`config.mk`:
```
export PLATFORM = sky130hd
export DESIGN_NAME = spike_encoder
export DESIGN_NICKNAME = d
export VERILOG_FILES = /design/src/rtl/spike_encoder.sv
export SDC_FILE = /design/constraint.sdc
export NUM_CORES = 1
export LEC_CHECK = 0
export ABC_AREA = 0
export CORE_ASPECT_RATIO = 1.5
export CORE_MARGIN = 3
export CORE_UTILIZATION = 50
export DETAILED_ROUTE_END_ITERATION = 6
export MAX_ROUTING_LAYER = met4
export PLACE_DENSITY = 0.68
export SETUP_SLACK_MARGIN = 0.02
export SYNTH_ARGS = -nofsm -noshare
export SYNTH_HDL_FRONTEND = slang
export SYNTH_SLANG_ARGS = --single-unit
```
`constraint.sdc`:
```
create_clock -name clk -period 2.5 [get_ports clk]
set_input_delay 0.5 -clock clk [delete_from_list [all_inputs] [get_ports clk]]
set_output_delay 0.5 -clock clk [all_outputs]
set_load 0.01 [all_outputs]
```
`src/rtl/spike_encoder.sv`:
```
// Rate-coded spike generator: per-channel phase accumulators emit rate/2^RATE_W spikes per cycle over a fixed window.
// Spikes registered, latency 1 from the update edge; config is held off (cfg_ready low) outside IDLE, never queued.
module spike_encoder #(
  parameter int NUM_CH = 8,
  parameter int RATE_W = 8,
  parameter int WINDOW = 256
) (
  input  logic              clk,
  input  logic              reset,
  input  logic              i_cfg_valid,
  output logic              o_cfg_ready,
  input  logic [2:0]        i_cfg_ch,
  input  logic [RATE_W-1:0] i_cfg_rate,
  input  logic              i_cfg_inhib,
  input  logic              i_start,
  input  logic              i_stop,
  output logic              o_busy,
  output logic              o_done,
  output logic [NUM_CH-1:0] o_excitatory,
  output logic [NUM_CH-1:0] o_inhibitory
);

  localparam int CNT_W = (WINDOW > 1) ? $clog2(WINDOW) : 1;

  localparam logic [1:0] IDLE = 2'd0;
  localparam logic [1:0] RUN  = 2'd1;
  localparam logic [1:0] DONE = 2'd2;

  logic [1:0]        state;
  logic [CNT_W-1:0]  win_cnt;
  logic [RATE_W-1:0] rate_q [NUM_CH];
  logic [RATE_W-1:0] acc_q  [NUM_CH];
  logic [RATE_W:0]   sum    [NUM_CH];
  logic [NUM_CH-1:0] inhib_q;
  logic [NUM_CH-1:0] spike;
  logic              cfg_fire;
  logic              win_end;

  assign o_cfg_ready = (state == IDLE);
  assign o_busy      = (state == RUN);
  assign o_done      = (state == DONE);
  assign cfg_fire    = i_cfg_valid && o_cfg_ready;
  assign win_end     = (win_cnt == CNT_W'(WINDOW - 1));

  // The carry out of the accumulator is the spike: exactly floor(n*rate/2^RATE_W) carries after n updates from 0.
  always_comb begin
    for (int i = 0; i < NUM_CH; i++) begin
      sum[i]   = {1'b0, acc_q[i]} + {1'b0, rate_q[i]};
      spike[i] = sum[i][RATE_W];
    end
  end

  always_ff @(posedge clk) begin
    if (!reset) begin
      state        <= IDLE;
      win_cnt      <= '0;
      inhib_q      <= '0;
      o_excitatory <= '0;
      o_inhibitory <= '0;
      for (int i = 0; i < NUM_CH; i++) begin
        rate_q[i] <= '0;
        acc_q[i]  <= '0;
      end
    end else begin
      o_excitatory <= '0;
      o_inhibitory <= '0;
      if (cfg_fire) begin
        rate_q[i_cfg_ch]  <= i_cfg_rate;
        inhib_q[i_cfg_ch] <= i_cfg_inhib;
      end
      case (state)
        IDLE: begin
          if (i_start) begin
            state   <= RUN;
            win_cnt <= '0;
            for (int i = 0; i < NUM_CH; i++) acc_q[i] <= '0;
          end
        end
        RUN: begin
          // Abort wins over window end and leaves the accumulators untouched.
          if (i_stop) begin
            state <= IDLE;
          end else begin
            for (int i = 0; i < NUM_CH; i++) acc_q[i] <= sum[i][RATE_W-1:0];
            o_excitatory <= spike & ~inhib_q;
            o_inhibitory <= spike & inhib_q;
            win_cnt      <= win_cnt + CNT_W'(1);
            if (win_end) state <= DONE;
          end
        end
        DONE:    state <= IDLE;
        default: state <= IDLE;
      endcase
    end
  end

endmodule

```
==> impl_summary.md, run 1 <==
Worst setup path
The slowest stage of the critical path belongs to the cell sky130_fd_sc_hd__clkdlybuf4s50_1. The type of destination of the critical path is an output port. The worst-case reg-to-reg path depth is 8. At the worst endpoint, the arrival time is 1.79 ns. The startpoint identified for the worst register-to-register timing path is acc_q[0][8]. The kind of critical path is flop to output port. Data on the critical path is required at its endpoint by 2.00 ns. The largest stage delay on the critical path is between 0.6 and 0.7 ns. The reg-to-reg endpoint is acc_q[0][14]. The critical path goes through nor2_1 > clkdlybuf4s50_1.

The reg2reg setup slack is 0.21 ns. Along the worst path, the maximum fanout reaches 7. STA classifies the critical path startpoint as a flop.

Power and ir drop
The static power due to leakage is 4.014 nW. After layout, the design draws a total of 0.006349 W. The largest voltage drop on the vdd net is 0.3908 mV. The areal power density over the cells is 651.3 nW/µm².

STA
Derived from the worst setup path, the maximum achievable clock frequency is 0.4368 GHz. Setup total negative slack on the finished layout was measured at 0 ns. The post-route fraction of the period consumed by the critical path is 91.57%. The normalized max-slew margin is 61.97%.

The number of failing hold endpoints at the final stage was 0. The total count of max-transition violations in the final report is 0. On the final layout, the worst clock skew is 0.006772 ns. The total setup violations reported at the end of the flow is 0. The worst path needs 2.289 ns of the cycle, external delays included.

Setup repair after global routing left no endpoint under its margin. The transition time at the pin with the least slew margin is 0.5670 ns.

Die
In this run the horizontal extent of the chip is 112.4 µm. The number of standard-cell rows in the floorplan is 57. The total area inside the core boundary comes to 16400 µm². The y dimension of the die is 165.5 µm.

The number of placed I/O pins is 36. The floorplan step defined a die boundary enclosing 18600 µm². The initial utilization of the core area, before any placement, comes to approximately half.

Placed design
Once detailed placement completed, the half-perimeter wirelength came to between 10000 and 15000 µm. The total of buffers placed on input and output ports is 35. The global placement routability congestion is slightly above 0.8. After detailed placement, the design holds a cell count of ~1000.

CTS
In this run, post-CTS repair resized a total of 0 instances. The number of H-tree levels is 4. The number of clock sinks is about 160. The TritonCTS buffer count is 17. Buffers added to address setup during post-CTS repair amount to 0. The worst-case clock buffer depth is 2. TritonCTS built the clock tree. Hold repair after CTS inserted 0 buffers.

For the worst-skew pair, the clock arrives at the later sink with an insertion delay of ~0.43 ns. Clock-pin slew was measured on the worst setup and hold paths at 0.06 ns. The cell at the root of the clock tree is sky130_fd_sc_hd__clkbuf_16.

Drt
The average vias per placed instance is 5.736. The number of remaining DRC errors is 0. The routed length on met1 is 7436 µm. Across all layers, the routed design uses ~6000 vias. Before antenna repair, the detailed router went through 6 iterations. The post-detailed-route count of antenna-violating nets is 0. The routed wire length per instance is 17.47 µm. Wire segments on met3 add up to 890 µm in the final route. The initial DRC count is around 410. After detailed routing, the total wire length is around 18000 µm. The highest metal layer carrying signal wires in the routed design is met4.

The met2 wire length is 9303 µm.

Global route
Entering global routing, the biggest net connects between 40 and 50 pins. After global routing the overflow that remains totals 0. The number of antenna violations at the first check in global routing is 0. The global router's overall resource usage is 21.49%. The via count of the first global-routing pass is 6124.

The global-route wire length before repair is 30260 µm.

Min path
Counting instances, the worst hold path has a depth of 1. The path with the worst hold slack has its endpoint at o_excitatory[0]. The worst hold path begins at inhib_q[0].

The class of the worst hold path is flop to flop.

Logic synthesis
The number of storage elements in the synthesis netlist is 162. The sequential area share after synthesis is 52.38%. The synthesized design contains between 100 and 150 enable-type register cells. The number of unique standard cell types used by synthesis is 54. The area share of the largest cell type after synthesis is 42.47%.

The count of mapped cells out of synthesis is 766. In this run the cell area of the synthesized design comes to 8484 µm². The share of synthesized registers carrying an async set or reset is 0%. Among all flip-flop cells after synthesis, the most frequent one is sky130_fd_sc_hd__edfxtp_1. The Yosys step of the flow raised 0 warnings. The largest area contributor in the netlist is sky130_fd_sc_hd__edfxtp_1. The synthesized area per cell is 11.08 µm². When the netlist entered floorplanning its net count stood at 856. In the post-synthesis netlist, the biggest area contributors are sky130_fd_sc_hd__edfxtp_1 42%, sky130_fd_sc_hd__dfxtp_1 9.9%, sky130_fd_sc_hd__ha_1 9.6%, sky130_fd_sc_hd__and2_1 4.9%, sky130_fd_sc_hd__nor2_1 2.8%.

Final layout
The non-filler instance count after layout is 1035. The number of nets in the finished design is 907. The repair_antennas step left the layout with diodes totalling 0. Compared with the post-synthesis result, the final layout area differs by 14.89%. The post-route netlist has 6.031% of its cells at a drive strength greater than 1.

For this run, the share of the core covered by cells in the final layout is 59.43%.

Outcome
The run finished with clean final reports.

Job
The tool flagged a number of max-cap violations equal to 0.
-- cell families after synthesis --
logic type	share of synthesized area, %
muxes	0.9439
xor gates and xnor gates	2.684
adders and majority gates	11.47
AOI/OAI and AO/OA	10.78
buffers and inverters	2.551
DFF	52.38
and+or+nand+nor	19.19
-- layout by cell type (no fill, tap or decap), types with 4 or more instances in the layout --
| master | instances |
|---|---|
| sky130_fd_sc_hd__or3_1 | 7 |
| sky130_fd_sc_hd__clkinv_4 | 4 |
| sky130_fd_sc_hd__a31oi_1 | 4 |
| sky130_fd_sc_hd__nand2_1 | 43 |
| sky130_fd_sc_hd__and3_1 | 15 |
| sky130_fd_sc_hd__a21boi_0 | 9 |
| sky130_fd_sc_hd__edfxtp_1 | 120 |
| sky130_fd_sc_hd__nand2b_1 | 19 |
| sky130_fd_sc_hd__o21ai_0 | 33 |
| sky130_fd_sc_hd__nor3_1 | 26 |
| sky130_fd_sc_hd__xnor2_1 | 6 |
| sky130_fd_sc_hd__dfxtp_1 | 42 |
| sky130_fd_sc_hd__o211ai_1 | 5 |
| sky130_fd_sc_hd__mux2i_1 | 8 |
| sky130_fd_sc_hd__o211a_1 | 6 |
| sky130_fd_sc_hd__buf_4 | 13 |
| sky130_fd_sc_hd__ha_1 | 65 |
| sky130_fd_sc_hd__o21a_1 | 4 |
| sky130_fd_sc_hd__a211oi_1 | 25 |
| sky130_fd_sc_hd__clkbuf_16 | 17 |
| sky130_fd_sc_hd__nor2b_1 | 16 |
| sky130_fd_sc_hd__nand4_1 | 4 |
| sky130_fd_sc_hd__nor3b_1 | 7 |
| sky130_fd_sc_hd__nand3_1 | 19 |
| sky130_fd_sc_hd__fa_1 | 8 |
| sky130_fd_sc_hd__nor2_1 | 63 |
| sky130_fd_sc_hd__a21oi_1 | 26 |
| sky130_fd_sc_hd__xor2_1 | 20 |
| sky130_fd_sc_hd__a21o_1 | 10 |
| sky130_fd_sc_hd__clkdlybuf4s50_1 | 35 |
| sky130_fd_sc_hd__inv_1 | 38 |
| sky130_fd_sc_hd__and2_1 | 67 |
-- worst max path at each step --
stage            startpoint      endpoint  slack (ns)
3_3_place_gp          reset  acc_q[1][22]        0.32
2_1_floorplan  rate_q[7][2]  acc_q[1][31]        0.45
3_5_place_dp    acc_q[0][8]  acc_q[0][14]        0.21
5_1_grt            state[1]   o_cfg_ready        0.04
4_1_cts            state[1]   o_cfg_ready        0.19
6_report           state[1]   o_cfg_ready        0.21
-- sequential cells by signal (all words and copies together) (netlist names) --
register,count
state,2
rate_q,64
win_cnt,8
inhib_q,8
o_inhibitory,8
o_excitatory,8
acc_q,64
-- layout make-up --
cell class / count / area [µm²]
Inverter: 38 / 142.6
Tap cell: 206 / 257.7
Clock buffer: 17 / 425.4
Multi-Input combinational cell: 548 / 3824
Fill cell: 1362 / 6655
Timing Repair Buffer: 50 / 488.0
Sequential cell: 162 / 4444
Clock inverter: 14 / 166.4
-- metal layers --
| layer | track usage, % | vias up |
|---|---|---|
| met5 | - | - |
| met4 | 8.748 | 0 |
| met3 | 4.849 | 32 |
| met2 | 36.41 | 136 |
| met1 | 24.82 | 2890 |
| li1 | - | 2879 |
-- metrics by stage --
| step | instance area (µm²) | hold WS, ns | setup WS (ns) |
|---|---|---|---|
| floorplan | 8484 | 0.4055 | 0.4527 |
| global placement | 9156 | 0.4389 | 0.3247 |
| detailed placement | 9156 | 0.4309 | 0.2054 |
| CTS | 9748 | 0.4449 | 0.1879 |
| global route | 9748 | 0.4654 | 0.04427 |
| finish | 9748 | 0.4417 | 0.2107 |
-- report_power, final --
part	leakage (nW)	total, W	internal [W]	switching (W)
combinational	2.10	0.000652	0.000262	0.000390
clock	0.282	0.00263	0.00156	0.00107
sequential	1.63	0.00307	0.00301	0.0000560
-- critical path, delay by kind of cell (launching register included) --
kind	cells	cell delay, ns
AND/OR/NAND/NOR	1	0.36
buffers and inverters	1	0.62
flip-flops	1	0.38
-- cell usage after synthesis, types with 9 or more instances --
cell type and number:
sky130_fd_sc_hd__nor2b_1 16, sky130_fd_sc_hd__nor2_1 63, sky130_fd_sc_hd__edfxtp_1 120, sky130_fd_sc_hd__and2_1 67
sky130_fd_sc_hd__nor3_1 26, sky130_fd_sc_hd__a211oi_1 25, sky130_fd_sc_hd__nand3_1 19, sky130_fd_sc_hd__inv_1 38
sky130_fd_sc_hd__a21boi_0 9, sky130_fd_sc_hd__o21ai_0 33, sky130_fd_sc_hd__and3_1 15, sky130_fd_sc_hd__nand2_1 43
sky130_fd_sc_hd__a21oi_1 26, sky130_fd_sc_hd__a21o_1 10, sky130_fd_sc_hd__clkbuf_1 9, sky130_fd_sc_hd__xor2_1 20
sky130_fd_sc_hd__nand2b_1 19, sky130_fd_sc_hd__dfxtp_1 42, sky130_fd_sc_hd__ha_1 65
(Power assumes the default switching activity.)
==> run 2: changes to the inputs <==
--- a/config.mk
+++ b/config.mk
@@ -6,12 +6,14 @@
 export NUM_CORES = 1
 export LEC_CHECK = 0
 export ABC_AREA = 0
+export CAP_MARGIN = 15
 export CORE_ASPECT_RATIO = 1.5
 export CORE_MARGIN = 3
 export CORE_UTILIZATION = 50
 export DETAILED_ROUTE_END_ITERATION = 6
 export MAX_ROUTING_LAYER = met4
 export PLACE_DENSITY = 0.68
+export REMOVE_ABC_BUFFERS = 1
 export SETUP_SLACK_MARGIN = 0.02
 export SYNTH_ARGS = -nofsm -noshare
 export SYNTH_HDL_FRONTEND = slang
==> run 2 against run 1 <==
Against the previous run:
- clock skew is 0.0025 ns higher
- clock power is 3% lower
- sequential share of layout area about the same
- flip-flop and latch count unchanged
- cell count is 0.29% higher
- critical path depth unchanged
- clock-buffer cell count is 2 higher
- design area hardly changed
- global-route usage is 0.22 points higher
- sequential power hardly changed
==> impl_summary.md, run 2 (synthesis results as in run 1) <==
Global route
The pin count of the biggest net entering global routing is 35 (was 46). The global router's overall resource usage is 21.72% (was 21.49%). The final global-route overflow total was 0 (unchanged). The global-route wire length before repair was 30820 µm (was 30260 µm). The number of antenna violations at the first check in global routing is 0 (unchanged). The via count of the first global-routing pass is 6288 (was 6124).

Drt
The post-detailed-route count of antenna-violating nets is 0 (unchanged). The number of remaining DRC errors is 0 (unchanged). The average vias per placed instance is 5.687 (was 5.736). The routed wire length per instance is 18.08 µm (was 17.47 µm).

The total number of vias came to 5903 (was 5937). The detailed-route wire length came to 18770 µm (was 18080 µm). The total iterations of the first detailed-routing run is 5 (was 6). The initial DRC count is 338 (was 414).

Worst setup path
The startpoint of the lowest-slack register-to-register path is rate_q[7][0] (was acc_q[0][8]). The reg-to-reg endpoint is o_excitatory[7] (was acc_q[0][14]). The type of origin of the critical path is a flop (unchanged). The largest stage delay on the critical path is 0.64 ns (was 0.62 ns). The source of the critical timing path is state[1] (unchanged).

The reg2reg setup slack is 0.17 ns (was 0.21 ns). The kind of critical path is flop to output port (unchanged). Cell Chain, Critical Path: nor2_1 > clkdlybuf4s50_1 (unchanged). The worst-case reg-to-reg path depth is 8 (unchanged). The data arrival at the endpoint of the critical path is 1.88 ns (was 1.79 ns). The largest driver fanout on the critical path is 7 (unchanged). The type of destination of the critical path is an output port (unchanged).

The worst path required time is 2.00 ns (about the same). The cell with the largest stage delay on the worst path is sky130_fd_sc_hd__clkdlybuf4s50_1 (unchanged).

Placed design
The detailed placer's ending HPWL was 13380 µm (was 13020 µm). The global placement routability congestion is 0.7986 (was 0.8110). The worst-case setup slack after placement came to 0.2101 ns (was 0.2054 ns). The number of placed instances with taps included is 1006 (was 1004).

The total of buffers placed on input and output ports came to 35 (unchanged).

Final layout
The number of antenna diodes is 0 (unchanged). The most common library cell in the layout ignoring fill and taps is sky130_fd_sc_hd__edfxtp_1 (unchanged). Most used cells in the layout excluding fill and tap cells: 120 x sky130_fd_sc_hd__edfxtp_1, 67 x sky130_fd_sc_hd__and2_1, 65 x sky130_fd_sc_hd__ha_1, 63 x sky130_fd_sc_hd__nor2_1, 43 x sky130_fd_sc_hd__nand2_1 (unchanged). Largest registers: acc_q (64), rate_q (64) (unchanged). The number of nets in the finished design is 909 (was 907). The fraction of the core area covered by cells at the end of the flow is 59.47% (was 59.43%). The area growth from synthesis to final layout is 14.98% (was 14.89%). The fraction of layout instances using a drive strength above 1 is 6.490% (was 6.031%).

The non-filler instance count after layout is 1038 (was 1035).

STA
The upper clock frequency limit is 0.4203 GHz (was 0.4368 GHz). The least setup slack across all paths after layout is 0.1205 ns (was 0.2107 ns). The normalized max-slew margin is 57.05% (was 61.97%). The clock period minus worst slack is 2.379 ns (was 2.289 ns). The transition time at the pin with the least slew margin was 0.6423 ns (was 0.5670 ns). The number of failing hold endpoints at the final stage is 0 (unchanged). The total setup violations reported at the end of the flow is 0 (unchanged). The total negative slack came to 0 ns (unchanged). The total count of max-transition violations in the final report is 0 (unchanged). The post-route fraction of the period consumed by the critical path is 95.18% (was 91.57%). The maximum clock skew at final layout is 0.009226 ns (was 0.006772 ns). Unrepaired setup endpoints after global routing: false (unchanged).

CTS
The cell at the root of the clock tree is sky130_fd_sc_hd__clkbuf_16 (unchanged). The number of hold buffers added after CTS is 0 (unchanged). The number of H-tree levels is 4 (unchanged). The number of clock sinks is 162 (unchanged). The worst-case clock buffer depth came to 2 (unchanged).

The clock insertion delay at the later pin of the skew report is 0.42 ns (was 0.43 ns). The number of buffers inserted by post-CTS setup repair was 0 (unchanged). The TritonCTS buffer count is 17 (unchanged). The number of cells upsized or downsized after cts is 0 (unchanged). The clock tree from TritonCTS is built (unchanged). The clock transition at the register clock pins on the worst setup and hold paths after CTS is 0.07 ns (was 0.06 ns).

Power and ir drop
The areal power density over the cells is 645.0 nW/µm² (was 651.3 nW/µm²). The static power due to leakage is 4.027 nW (was 4.014 nW). The largest voltage drop on the vdd net is 0.4363 mV (was 0.3908 mV).

Min path
The worst hold path depth was 2 (was 1). The class of the worst hold path is flop to flop (unchanged). The terminating pin of the worst hold path is acc_q[0][2] (was o_excitatory[0]).

The startpoint of the most critical hold path is acc_q[0][2] (was inhib_q[0]).

Die
The y dimension of the die came to 165.5 µm (unchanged). The die area came to 18600 µm² (unchanged). The number of standard-cell rows in the floorplan is 57 (unchanged). The starting density of the core is 51.72% (unchanged).

The width of the die is 112.4 µm (unchanged). The number of placed I/O pins is 36 (unchanged). The core outline area is 16400 µm² (unchanged).

Job
The max-cap violation count is 0 (unchanged).

Outcome
Status: finished clean (unchanged).
run 2: area by class of cell:
class	instances	area (µm²)
inverter	38	142.6
fill	1346	6648
clock inverter	13	108.9
tap	206	257.7
multi-input combinational	548	3824
sequential	162	4444
clock buffer	19	475.5
timing repair buffer	52	503.0
run 2: worst max-delay path: cells and delay by family, from the launching register on:
kind / cells / cell delay [ns]
buf+inv: 1 / 0.64
flops: 1 / 0.39
simple gates: 1 / 0.43
run 2: layer usage:
metal  vias up  share of wire, %  global-route usage, %
li1       2877                 -                      -
met1      2850                41                  24.67
met2       146                53                  38.69
met3        30               4.1                  2.989
met4         0               2.5                  8.803
met5         -                 0                      -
run 2: stage by stage:
stage | cell area (µm²) | power (W) | hold WS (ns)
2_1_floorplan | 8411 | 0.003542 | 0.4055
3_3_place_gp | 9171 | 0.003748 | 0.4360
3_5_place_dp | 9171 | 0.003783 | 0.4489
4_1_cts | 9756 | 0.006325 | 0.4590
5_1_grt | 9756 | 0.006519 | 0.4885
6_report | 9756 | 0.006293 | 0.4586
run 2: report_power, final:
group	internal, W	switching [W]	total, W
Sequential	0.00301	0.0000553	0.00307
Clock	0.00142	0.00114	0.00256
Combinational	0.000264	0.000401	0.000665
run 2: how the worst max path moves through the flow:
stage	depth (start not counted)	end	slack [ns]
after floorplan	5	acc_q[1][22]	0.34
after global placement	4	rate_q[6][3]	0.25
after detailed placement	8	acc_q[0][22]	0.21
after CTS	2	o_cfg_ready	0.13
after global routing	2	o_cfg_ready	0.03
final	2	o_cfg_ready	0.12
